<file path="config.mk">
export PLATFORM = sky130hd
export DESIGN_NAME = mem_port_arbiter_flat
export DESIGN_NICKNAME = d
export VERILOG_FILES = /design/src/rtl/mem_arb_pkg.sv /design/src/rtl/mem_port_arbiter_if.sv /design/src/rtl/mem_port_arbiter_rr_pick.sv /design/src/rtl/mem_port_arbiter.sv /design/src/flat_wrapper.sv
export SDC_FILE = /design/constraint.sdc
export NUM_CORES = 1
export LEC_CHECK = 0
export CAP_MARGIN = 20
export CORE_AREA = 10 10 162 164
export DETAILED_ROUTE_END_ITERATION = 8
export DIE_AREA = 0 0 172 174
export HOLD_SLACK_MARGIN = 0.02
export PLACE_DENSITY_LB_ADDON = 0.12
export SLEW_MARGIN = 30
export SYNTH_ARGS = -nofsm -noshare
export SYNTH_HDL_FRONTEND = slang
export SYNTH_SLANG_ARGS = --single-unit
</file>
<file path="constraint.sdc">
create_clock -name clk -period 3.1 [get_ports clk]
set_input_delay 0.31 -clock clk [delete_from_list [all_inputs] [get_ports clk]]
set_output_delay 0.31 -clock clk [all_outputs]
set_load 0.01 [all_outputs]
</file>
<file path="src/rtl/mem_arb_pkg.sv">
// Shared FSM encoding and default sizing for the memory port arbiter.
package mem_arb_pkg;

    localparam int ADDR_W_DEF = 10;
    localparam int DATA_W_DEF = 64;
    localparam int DEPTH_DEF  = 1000;

    typedef enum logic [1:0] {
        ARB    = 2'd0,
        DRAIN  = 2'd1,
        LOCKED = 2'd2
    } arb_state_e;

    // Plain-vector aliases of the state encoding for legacy-style state registers
    localparam logic [1:0] ST_ARB    = ARB;
    localparam logic [1:0] ST_DRAIN  = DRAIN;
    localparam logic [1:0] ST_LOCKED = LOCKED;

endpackage

</file>
<file path="src/rtl/mem_port_arbiter_if.sv">
// Requester-side bus of the memory port arbiter: per-requester request payload plus shared response.
interface mem_port_arbiter_if
    import mem_arb_pkg::*;
#(
    parameter int NREQ   = 3,
    parameter int ADDR_W = ADDR_W_DEF,
    parameter int DATA_W = DATA_W_DEF
);

    logic [NREQ-1:0]             req_valid;
    logic [NREQ-1:0]             req_we;
    logic [NREQ-1:0][ADDR_W-1:0] req_addr;
    logic [NREQ-1:0][DATA_W-1:0] req_wdata;
    logic [NREQ-1:0]             req_ready;
    logic [NREQ-1:0]             resp_valid;
    logic [DATA_W-1:0]           resp_rdata;

    modport master (
        output req_valid, req_we, req_addr, req_wdata,
        input  req_ready, resp_valid, resp_rdata
    );

    modport slave (
        input  req_valid, req_we, req_addr, req_wdata,
        output req_ready, resp_valid, resp_rdata
    );

endinterface

</file>
<file path="src/rtl/mem_port_arbiter_rr_pick.sv">
// Round-robin picker: one-hot grant to the first requester after last_grant, wrapping N-1 to 0.
module rr_pick #(
    parameter int N     = 3,
    parameter int PTR_W = 2
) (
    input  logic [N-1:0]     req,
    input  logic [PTR_W-1:0] last_grant,
    output logic [N-1:0]     grant
);

    logic             found;
    logic [PTR_W-1:0] idx;

    always_comb begin
        grant = '0;
        found = 1'b0;
        idx   = '0;
        for (int i = 1; i <= N; i++) begin
            idx = PTR_W'((int'(last_grant) + i) % N);
            if (!found && req[idx]) begin
                grant[idx] = 1'b1;
                found      = 1'b1;
            end
        end
    end

endmodule

</file>
<file path="src/rtl/mem_port_arbiter.sv">
// Single-port array arbiter with round-robin sharing and a host lock (ARB -> DRAIN -> LOCKED).
// Optional address range checking is enabled with `define MEM_ARB_RANGE_CHECK_EN.
module mem_port_arbiter
    import mem_arb_pkg::*;
#(
    parameter int NREQ   = 3,
    parameter int ADDR_W = ADDR_W_DEF,
    parameter int DATA_W = DATA_W_DEF,
    parameter int DEPTH  = DEPTH_DEF
) (
    input  logic               clk,
    input  logic               rst_n,
    input  logic               host_lock,
    output logic               host_owned,
    mem_port_arbiter_if.slave  bus,
    output logic               mem_we,
    output logic [ADDR_W-1:0]  mem_addr,
    output logic [DATA_W-1:0]  mem_wdata,
    input  logic [DATA_W-1:0]  mem_rdata
`ifdef MEM_ARB_RANGE_CHECK_EN
    ,
    output logic               range_err
`endif
);

    localparam int               PTR_W     = (NREQ > 1) ? $clog2(NREQ) : 1;
    localparam logic [PTR_W-1:0] PTR_RESET = PTR_W'(NREQ - 1);

    if (longint'(DEPTH) > (longint'(1) << ADDR_W)) begin : g_depth_check
        $error("mem_port_arbiter: DEPTH exceeds the address space");
    end

    logic [1:0]        state;
    logic [1:0]        state_nx;
    logic [PTR_W-1:0]  last_ptr;
    logic [NREQ-1:0]   rr_grant;
    logic [NREQ-1:0]   grant;
    logic [PTR_W-1:0]  sel_idx;
    logic              accept;
    logic              sel_we;
    logic [ADDR_W-1:0] sel_addr;
    logic [DATA_W-1:0] sel_wdata;
    logic              addr_oob;
    logic [NREQ-1:0]   resp_valid_q;

    rr_pick #(
        .N     (NREQ),
        .PTR_W (PTR_W)
    ) u_rr_pick (
        .req        (bus.req_valid),
        .last_grant (last_ptr),
        .grant      (rr_grant)
    );

    // Nothing is accepted while reset is held, so a read in that cycle never produces a response
    always_comb begin
        grant = '0;
        if (rst_n) begin
            case (state)
                ST_ARB:    if (!host_lock) grant = rr_grant;
                ST_LOCKED: grant[0] = bus.req_valid[0];
                default:   grant = '0;
            endcase
        end
    end

    always_comb begin
        sel_idx = '0;
        for (int i = 0; i < NREQ; i++) begin
            if (grant[i]) sel_idx = PTR_W'(i);
        end
    end

    assign accept    = |grant;
    assign sel_we    = bus.req_we[sel_idx];
    assign sel_addr  = bus.req_addr[sel_idx];
    assign sel_wdata = bus.req_wdata[sel_idx];

`ifdef MEM_ARB_RANGE_CHECK_EN
    localparam logic [ADDR_W:0] DEPTH_L = (ADDR_W + 1)'(DEPTH);

    logic rd_oob_q;

    assign addr_oob  = ({1'b0, sel_addr} >= DEPTH_L);
    assign range_err = accept && addr_oob;
`else
    assign addr_oob  = 1'b0;
`endif

    assign bus.req_ready = grant;
    assign mem_we        = accept && sel_we && !addr_oob;
    assign mem_addr      = sel_addr;
    assign mem_wdata     = sel_wdata;

    // Ownership is signalled from the drain cycle on; requester 0 is served once LOCKED
    assign host_owned = (state != ST_ARB);

    always_comb begin
        state_nx = state;
        case (state)
            ST_ARB:    if (host_lock) state_nx = ST_DRAIN;
            ST_DRAIN:  state_nx = host_lock ? ST_LOCKED : ST_ARB;
            ST_LOCKED: if (!host_lock) state_nx = ST_ARB;
            default:   state_nx = ST_ARB;
        endcase
    end

    // Only round-robin grants move the pointer; locked host accesses leave the rotation intact
    always_ff @(posedge clk or negedge rst_n) begin
        if (!rst_n) begin
            state        <= ST_ARB;
            last_ptr     <= PTR_RESET;
            resp_valid_q <= '0;
        end else begin
            state        <= state_nx;
            resp_valid_q <= grant & {NREQ{!sel_we}};
            if (state == ST_ARB && accept) last_ptr <= sel_idx;
        end
    end

    assign bus.resp_valid = resp_valid_q;

`ifdef MEM_ARB_RANGE_CHECK_EN
    always_ff @(posedge clk or negedge rst_n) begin
        if (!rst_n) rd_oob_q <= 1'b0;
        else        rd_oob_q <= accept && !sel_we && addr_oob;
    end

    assign bus.resp_rdata = rd_oob_q ? '0 : mem_rdata;
`else
    assign bus.resp_rdata = mem_rdata;
`endif

endmodule

</file>
<file path="src/flat_wrapper.sv">
// flat-port wrapper written by rule: the top's interface ports become plain ports
module mem_port_arbiter_flat import mem_arb_pkg::*;
#(
    parameter int NREQ   = 3,
    parameter int ADDR_W = ADDR_W_DEF,
    parameter int DATA_W = DATA_W_DEF,
    parameter int DEPTH  = DEPTH_DEF
)
  (clk, rst_n, host_lock, host_owned, mem_we, mem_addr, mem_wdata, mem_rdata, bus_req_valid, bus_req_we, bus_req_addr, bus_req_wdata, bus_req_ready, bus_resp_valid, bus_resp_rdata);
  mem_port_arbiter_if #(.NREQ(NREQ), .ADDR_W(ADDR_W), .DATA_W(DATA_W)) bus_i ();
  input  logic clk;
  input  logic rst_n;
  input  logic host_lock;
  output logic host_owned;
  output logic mem_we;
  output logic [ADDR_W-1:0] mem_addr;
  output logic [DATA_W-1:0] mem_wdata;
  input  logic [DATA_W-1:0] mem_rdata;
  input wire logic [$bits(bus_i.req_valid)-1:0] bus_req_valid;
  input wire logic [$bits(bus_i.req_we)-1:0] bus_req_we;
  input wire logic [$bits(bus_i.req_addr)-1:0] bus_req_addr;
  input wire logic [$bits(bus_i.req_wdata)-1:0] bus_req_wdata;
  output wire logic [$bits(bus_i.req_ready)-1:0] bus_req_ready;
  output wire logic [$bits(bus_i.resp_valid)-1:0] bus_resp_valid;
  output wire logic [$bits(bus_i.resp_rdata)-1:0] bus_resp_rdata;
  assign bus_i.req_valid = bus_req_valid;
  assign bus_i.req_we = bus_req_we;
  assign bus_i.req_addr = bus_req_addr;
  assign bus_i.req_wdata = bus_req_wdata;
  assign bus_req_ready = bus_i.req_ready;
  assign bus_resp_valid = bus_i.resp_valid;
  assign bus_resp_rdata = bus_i.resp_rdata;
  mem_port_arbiter #(.NREQ(NREQ), .ADDR_W(ADDR_W), .DATA_W(DATA_W), .DEPTH(DEPTH)) u_core (.clk(clk), .rst_n(rst_n), .host_lock(host_lock), .host_owned(host_owned), .bus(bus_i), .mem_we(mem_we), .mem_addr(mem_addr), .mem_wdata(mem_wdata), .mem_rdata(mem_rdata));
endmodule
</file>
Word level (Yosys, flattened, before mapping)
Index checks and enable logic that the tools add are counted.
{ "totals": {"out_inout_bits": 146, "wordCells": 70, "input_bits": 295, "ff_bits": 7} }
{ "op_classes": {"n_div": 3, "n_mux": 33, "add_sub_neg": 3, "reduce_logical": 14, "eq_ne": 4, "order_cmp": 7, "bitwise_logic": 3} }
{ "op_table": {"columns": ["cell", "count"], "rows": [
  ["$bmux W64 S2", 1],
  ["$mod A32 B3 Y32 const B", 3],
  ["$mux W64", 1],
  ["$bmux W10 S2", 1],
  ["$mux W3", 5],
  ["$lt A2 B3 Y1 const B", 4],
  ["$mux W1", 10],
  ["$mux W10", 1],
  ["$mux W2", 5],
  ["$bmux W1 S2", 4],
  ["$logic_and A1 B1 Y1", 7],
  ["$add A2 B2 Y3 const B", 2],
  ["$demux W1 S2", 3],
  ["$ge A2 B1 Y1 const B", 3],
  ["$or A3 B3 Y3", 2],
  ["$pmux W2 S3", 1],
  ["$ne A2 B2 Y1 const B", 2],
  ["$add A2 B1 Y3 const B", 1],
  ["$and A3 B3 Y3", 1],
  ["$logic_not A1 Y1", 3],
  ["$reduce_or A3 Y1", 1],
  ["$eq A2 B1 Y1 const B", 1],
  ["$eq A2 B2 Y1 const B", 1],
  ["$logic_not A2 Y1", 1],
  ["3 further kinds", 3]
]} }

Logic depth before layout (Yosys ltp)
{ "depth": {"ltp_word": 20, "mapped_depth": 11, "mapped_depth_nobuf": 8} }

Hierarchy
Synthesis repeated with hierarchy kept, for this count alone.
{ "unflattened": {"cells_unflattened": 379, "hier_area_um2": 2638.8} }
{ "by_module_without_submodules": {"columns": ["module", "cells_per_inst", "area_each_um2", "n_inst", "seq_area_each_um2"], "rows": [
  ["mem_port_arbiter", 347, 2411.1, 1, 176.4],
  ["rr_pick", 32, 227.7, 1, 0.0]
]} }

Least setup slack after synthesis
No wires, ideal clock.
{ "synth_path": {"kind": "register to output", "startpoint": "reg u_core.last_ptr[1]", "endpoint": "out mem_addr[0]", "path_slack_ns": 0.474, "arrival_time_ns": 2.316, "stages_incl_launch_ff": 11, "path_cell_list": "dfstp_2 > ha_1 > buf_6 > mux2i_1 > o22a_2 > o2111ai_2 > a21oi_4 > nor2_2 > buf_6 > buf_6 > a221o_1"} }
{ "synth_between": {"elab_chain_cells": 18, "word_cells_on_any_way": 45, "classes_between": "3 x add/sub; 3 x div; 6 x order compare; 24 x mux; 2 x bitwise; 7 x reduce/logical"} }
{ "synth_rtl": {"columns": ["element", "line", "rtl"], "rows": [
  ["start, declared", "mem_port_arbiter.sv:35", "logic [PTR_W-1:0] last_ptr;"],
  ["start signal, assigned", "mem_port_arbiter.sv:117", "if (state == ST_ARB && accept) last_ptr <= sel_idx;"],
  ["$add A2 B1 Y3", "mem_port_arbiter_rr_pick.sv:19", "idx = PTR_W'((int'(last_grant) + i) % N);"],
  ["$mod A32 B3 Y32", "mem_port_arbiter_rr_pick.sv:19", null],
  ["$lt A2 B3 Y1 (implied by the code) (tied with other cells)", "mem_port_arbiter_rr_pick.sv:21", "grant[idx] = 1'b1;"],
  ["$logic_and A1 B1 Y1 (implied by the code) or $mux W1 (tied branches)", "mem_port_arbiter_rr_pick.sv:21, mem_port_arbiter_rr_pick.sv:20", null],
  ["$mux W1 (on tied branches)", "mem_port_arbiter_rr_pick.sv:21, mem_port_arbiter_rr_pick.sv:20", null],
  ["$demux W1 S2 or $logic_not A1 Y1 (tied branches)", "mem_port_arbiter_rr_pick.sv:21, mem_port_arbiter_rr_pick.sv:20", null],
  ["$mux W3 or $logic_and A1 B1 Y1 (tied branches)", "mem_port_arbiter_rr_pick.sv:20", "if (!found && req[idx]) begin"],
  ["$or A3 B3 Y3 (no source line) or $mux W1 (tied branches)", null, null],
  ["[3 not listed]", null, null],
  ["$mux W3 *", "mem_port_arbiter.sv:60", "ST_ARB: if (!host_lock) grant = rr_grant;"],
  ["$mux W2 *", "mem_port_arbiter.sv:59", "case (state)"],
  ["$mux W3 *", "mem_port_arbiter.sv:58", "if (rst_n) begin"],
  ["via bus_req_ready[1]", "flat_wrapper.sv:23", "output wire logic [$bits(bus_i.req_ready)-1:0] bus_req_ready;"],
  ["$mux W1 *", "mem_port_arbiter.sv:70", "if (grant[i]) sel_idx = PTR_W'(i);"],
  ["$mux W2 *", "mem_port_arbiter.sv:70", null],
  ["$bmux W10 S2 *", "mem_port_arbiter.sv:76", "assign sel_addr = bus.req_addr[sel_idx];"],
  ["$mux W10 (implied by the code) *", "mem_port_arbiter.sv:76", null],
  ["end, declared", "flat_wrapper.sv:16", "output logic [ADDR_W-1:0] mem_addr;"]
]} }
The timed path passes the listed nets; every way through them passes the cells marked *. The select of a mux whose other input is x is not followed.

Worst setup path in the final report
{ "layout_path": {"startpoint": "reg u_core.last_ptr[1]", "endpoint": "out mem_wdata[2]"} }
{ "layout_between": {"elab_chain_cells": 18, "word_cells_on_any_way": 45, "classes_between": "3 x add/sub; 3 x div; 6 x order compare; 24 x mux; 2 x bitwise; 7 x reduce/logical"} }
{ "layout_rtl": {"columns": ["element", "line", "rtl"], "rows": [
  ["$add A2 B1 Y3", "mem_port_arbiter_rr_pick.sv:19", null],
  ["$mod A32 B3 Y32", "mem_port_arbiter_rr_pick.sv:19", null],
  ["$lt A2 B3 Y1 (implied by the code) (tied with other cells)", "mem_port_arbiter_rr_pick.sv:21", null],
  ["$logic_and A1 B1 Y1 (implied by the code) or $mux W1 (tied branches)", "mem_port_arbiter_rr_pick.sv:21, mem_port_arbiter_rr_pick.sv:20", null],
  ["$mux W1 (on tied branches)", "mem_port_arbiter_rr_pick.sv:21, mem_port_arbiter_rr_pick.sv:20", null],
  ["$demux W1 S2 or $logic_not A1 Y1 (tied branches)", "mem_port_arbiter_rr_pick.sv:21, mem_port_arbiter_rr_pick.sv:20", null],
  ["$mux W3 or $logic_and A1 B1 Y1 (tied branches)", "mem_port_arbiter_rr_pick.sv:20", null],
  ["$or A3 B3 Y3 (no source line) or $mux W1 (tied branches)", null, null],
  ["[2 not listed]", null, null],
  ["$mux W3 *", "mem_port_arbiter_rr_pick.sv:20", null],
  ["$mux W3 *", "mem_port_arbiter.sv:60", null],
  ["$mux W2 *", "mem_port_arbiter.sv:59", null],
  ["$mux W3 *", "mem_port_arbiter.sv:58", null],
  ["$mux W1", "mem_port_arbiter.sv:70", null],
  ["$mux W2 *", "mem_port_arbiter.sv:70", null],
  ["$bmux W64 S2 *", "mem_port_arbiter.sv:77", "assign sel_wdata = bus.req_wdata[sel_idx];"],
  ["$mux W64 (implied by the code) *", "mem_port_arbiter.sv:77", null],
  ["end, declared", "flat_wrapper.sv:17", "output logic [DATA_W-1:0] mem_wdata;"]
]} }
Mark *: on every way between the ends. The rest lies on a longest branch, timed or not. The select of a mux whose other input is x is not followed.

==> flow_summary.yaml <==
setup_path:
  reg2reg_from: "u_core.last_ptr[1]$_DFFE_PN1P_"
  path_max_fanout: 9
  startpoint_type: "flip-flop"
  arrival_ns: 2.83
  cp_cell_sequence: "ha_4, buf_4, mux2i_1, o2111ai_4, a21oi_4, buf_6, nor2_4, buf_12, buf_12, a221o_1, buf_2"
  path_common_cell: "buf_12"
  worstRegToRegCells: 9
  r2r_end: "u_core.last_ptr[0]$_DFFE_PN0P_"
  crit_path_top_delay_cell: "dfstp_2"
  path_class: "reg -> out"
  worstSetupEndpointType: "output pin"
  reg2reg_slack_ns: 0.72
  slowest_delay_ns: 0.60
  crit_required_ns: 2.79
final_layout:
  seq_area_um2: 176
  area_growth_pct: 125
  fillerInstances: 2577
  multi_input_area_um2: 1680
  drive_gt1_frac: 0.223
  final_cell_area_um2: 5560
  final_cells: 847
  layout.nets: 856
flow_run:
  drv_cap: 0
floorplanning:
  die_h_um: 174
  initial_utilization: 0.107
  chipWidth_um: 172
  io_pins: 441
  die-area_um2: 29900
  design.core.area_um2: 23100
  placement_rows: 56
routing:
  num_vias: 3442
  first_pass_iters: 4
  wl_per_cell_um: 22.6
  vias_per_cell: 4.06
  drtAntennaViolNets: 0
  routed_wl_um: 19200
  drc: 0
  drt_iter0_drc: 105
power_and_ir_drop:
  p_switching_uw: 843
  seq_power_share: 0.066
  p_leak_nw: 2.24
  power_per_cell_area_nw_per_um2: 380
  clock_power_share: 0.106
  power_mw: 2.11
  combPwrFrac: 0.828
  internal-power_mw: 1.27
  ir_drop_mv: 0.207
  sw_frac_of_total: 0.399
synth:
  synthAdderAreaFrac: 0.0203
  synth-simple-area-share: 0.241
  async_flop_share: 1.00
  synth_top_family_by_area: "compound AO/OA/AOI/OAI gates"
  synthTopCellsByCount: "77 x and2_1, 75 x a221o_1, 65 x buf_4, 11 x buf_6, 10 x clkbuf_1"
  synth_compound_area_frac: 0.372
  synth_xor_area_frac: 0.00354
  yosys.cell_count.top_type: "and2_1"
  synth.net_count: 599
  ys.flop_type: "dfrtp_1"
  synth.area.top_cells: "a221o_1 30%, buf_4 20%, and2_1 19%, dfrtp_1 6.1%, buf_6 5.0%"
  synthMuxAreaShare: 0.0122
  syn_inst: 300
  synth_cell_types: 38
  ys_seq_area_frac: 0.0714
  synth-edff-count: 0
  synthesis.area_um2: 2470
  ys_warn_count: 0
  yosysTopAreaCell: "a221o_1"
  synth_area_per_cell_um2: 8.24
  synth_seq_cells: 7
  synth_top_area_share: 0.304
timing:
  slew_viol_final: 0
  maxSlewHeadroom: 0.762
  max_freq_mhz: 319
  whs_ns: 0.399
  fin_worst_skew_ns: 0.00160
  setup_ws_ns: -0.0371
  finalCriticalPeriod_ns: 3.14
  rsz0062_at_grt: "yes"
  tightest_slew_ns: 0.347
  period_share: 1.01
  hold_viol: 0
  setup_viol: 14
clocking:
  cts_num_sinks: 7
  h-tree-depth: 1
  clk_pin_slew_ns: 0.04
  clk_latency_ns: 0.23
  cts_hold_buf: 0
  cts_buffer_depth: 2
  cts_buffers: 3
  cts_tree: "yes"
  clockRootBuffer: "clkbuf_16"
global_route:
  grt_max_degree: 42
  grt_antenna_before_repair: 2
  track_usage: 0.113
  grt-ovfl-total: 0
  grt_pass1_vias: 3722
  grt_pass1_wl_um: 25900
run_status:
  status: "finished, violations left"
  violations: "negative setup slack"
placement:
  dp_cells: 834
  place_ws_ns: -0.163
  gp_congestion: 0.817
  hpwl_um: 16100
  placed_area_um2: 5520
  portBuffers: 312
min_path:
  min_path_type: "in -> async"
[per-stage QoR]
step                      utilization  setup TNS (ns)
final                           0.241          -0.106
after global routing            0.241           -4.28
after CTS                       0.243               0
after detailed placement        0.239           -6.52
after global placement          0.239           -1.04
after floorplan                     -               0
[cell usage in the layout (no fill, tap or decap), types with 6 or more instances in the layout]
cell type          n
clkdlybuf4s50_1  236
and2_1            76
a221o_1           75
buf_2             35
clkbuf_2          26
buf_6             17
buf_4             16
buf_12             7
clkbuf_16          6
dfrtp_1            6
[state kept, by name, summed over array words and instances, names as in the netlist]
signal / cells
u_core.last_ptr: 2
u_core.state: 2
u_core.bus.resp_valid: 3
[final cells by class]
cell class | count | area share
repair buffers | 342 | 0.582
multi-input cells | 197 | 0.302
well taps | 290 | 0.0652
flip-flops and latches | 7 | 0.0317
clock buffers | 4 | 0.0142
inverters | 6 | 0.00450
diodes | 1 | 0.000450
[critical path: cells and delay by family, from the launching register on]
kind / cells / cell delay (ns)
buf+inv: 5 / 0.71
compound gates: 3 / 0.68
flops: 1 / 0.60
mux: 1 / 0.30
fa+ha+maj: 1 / 0.25
simple gates: 1 / 0.04
[worst max path at each step]
stage,start,to,slack (ns),cells past startpoint
5_1_grt,u_core.last_ptr[1]$_DFFE_PN1P_,mem_wdata[2],-0.11,11
3_3_place_gp,u_core.last_ptr[1]$_DFFE_PN1P_,mem_wdata[24],-0.07,9
6_report,u_core.last_ptr[1]$_DFFE_PN1P_,mem_wdata[2],-0.04,11
2_1_floorplan,u_core.last_ptr[1]$_DFFE_PN1P_,mem_addr[0],0.47,10
4_1_cts,u_core.last_ptr[1]$_DFFE_PN1P_,mem_wdata[21],0.01,12
3_5_place_dp,u_core.last_ptr[1]$_DFFE_PN1P_,mem_wdata[5],-0.16,10
[power by group through the flow]
stage               logic, mW  registers, mW  clock network [mW]
floorplan               0.837          0.133                   0
global placement         1.71          0.131                   0
detailed placement       1.71          0.133                   0
CTS                      1.70          0.137               0.227
global route             1.89          0.143               0.237
finish                   1.75          0.140               0.224
[metal layers]
metal	up-vias	share of wire	GRT usage
met5	-	0.00068	0
met4	2	0.011	0.0165
met1	1590	0.34	0.110
li1	1594	-	-
met2	232	0.55	0.220
met3	24	0.098	0.0444
[logic make-up after synthesis]
family | Yosys count
multiplexers | 3
buffers and inverters | 96
AO/OA/AOI/OAI | 95
adder cells (fa/ha/maj) | 4
flip-flops | 7
XOR/XNOR | 1
AND/OR/NAND/NOR | 94
[timing repair]
action / 4_1_cts / 5_1_grt
buffers inserted: 4 / 1
gates cloned: 1 / 3
endpoints found under the hold margin: 0 / 0
resized for setup: 214 / 101
setup endpoints to repair: 75 / 75
pin swaps: 8 / 9
Note: power is estimated with default switching activity, not from simulation.
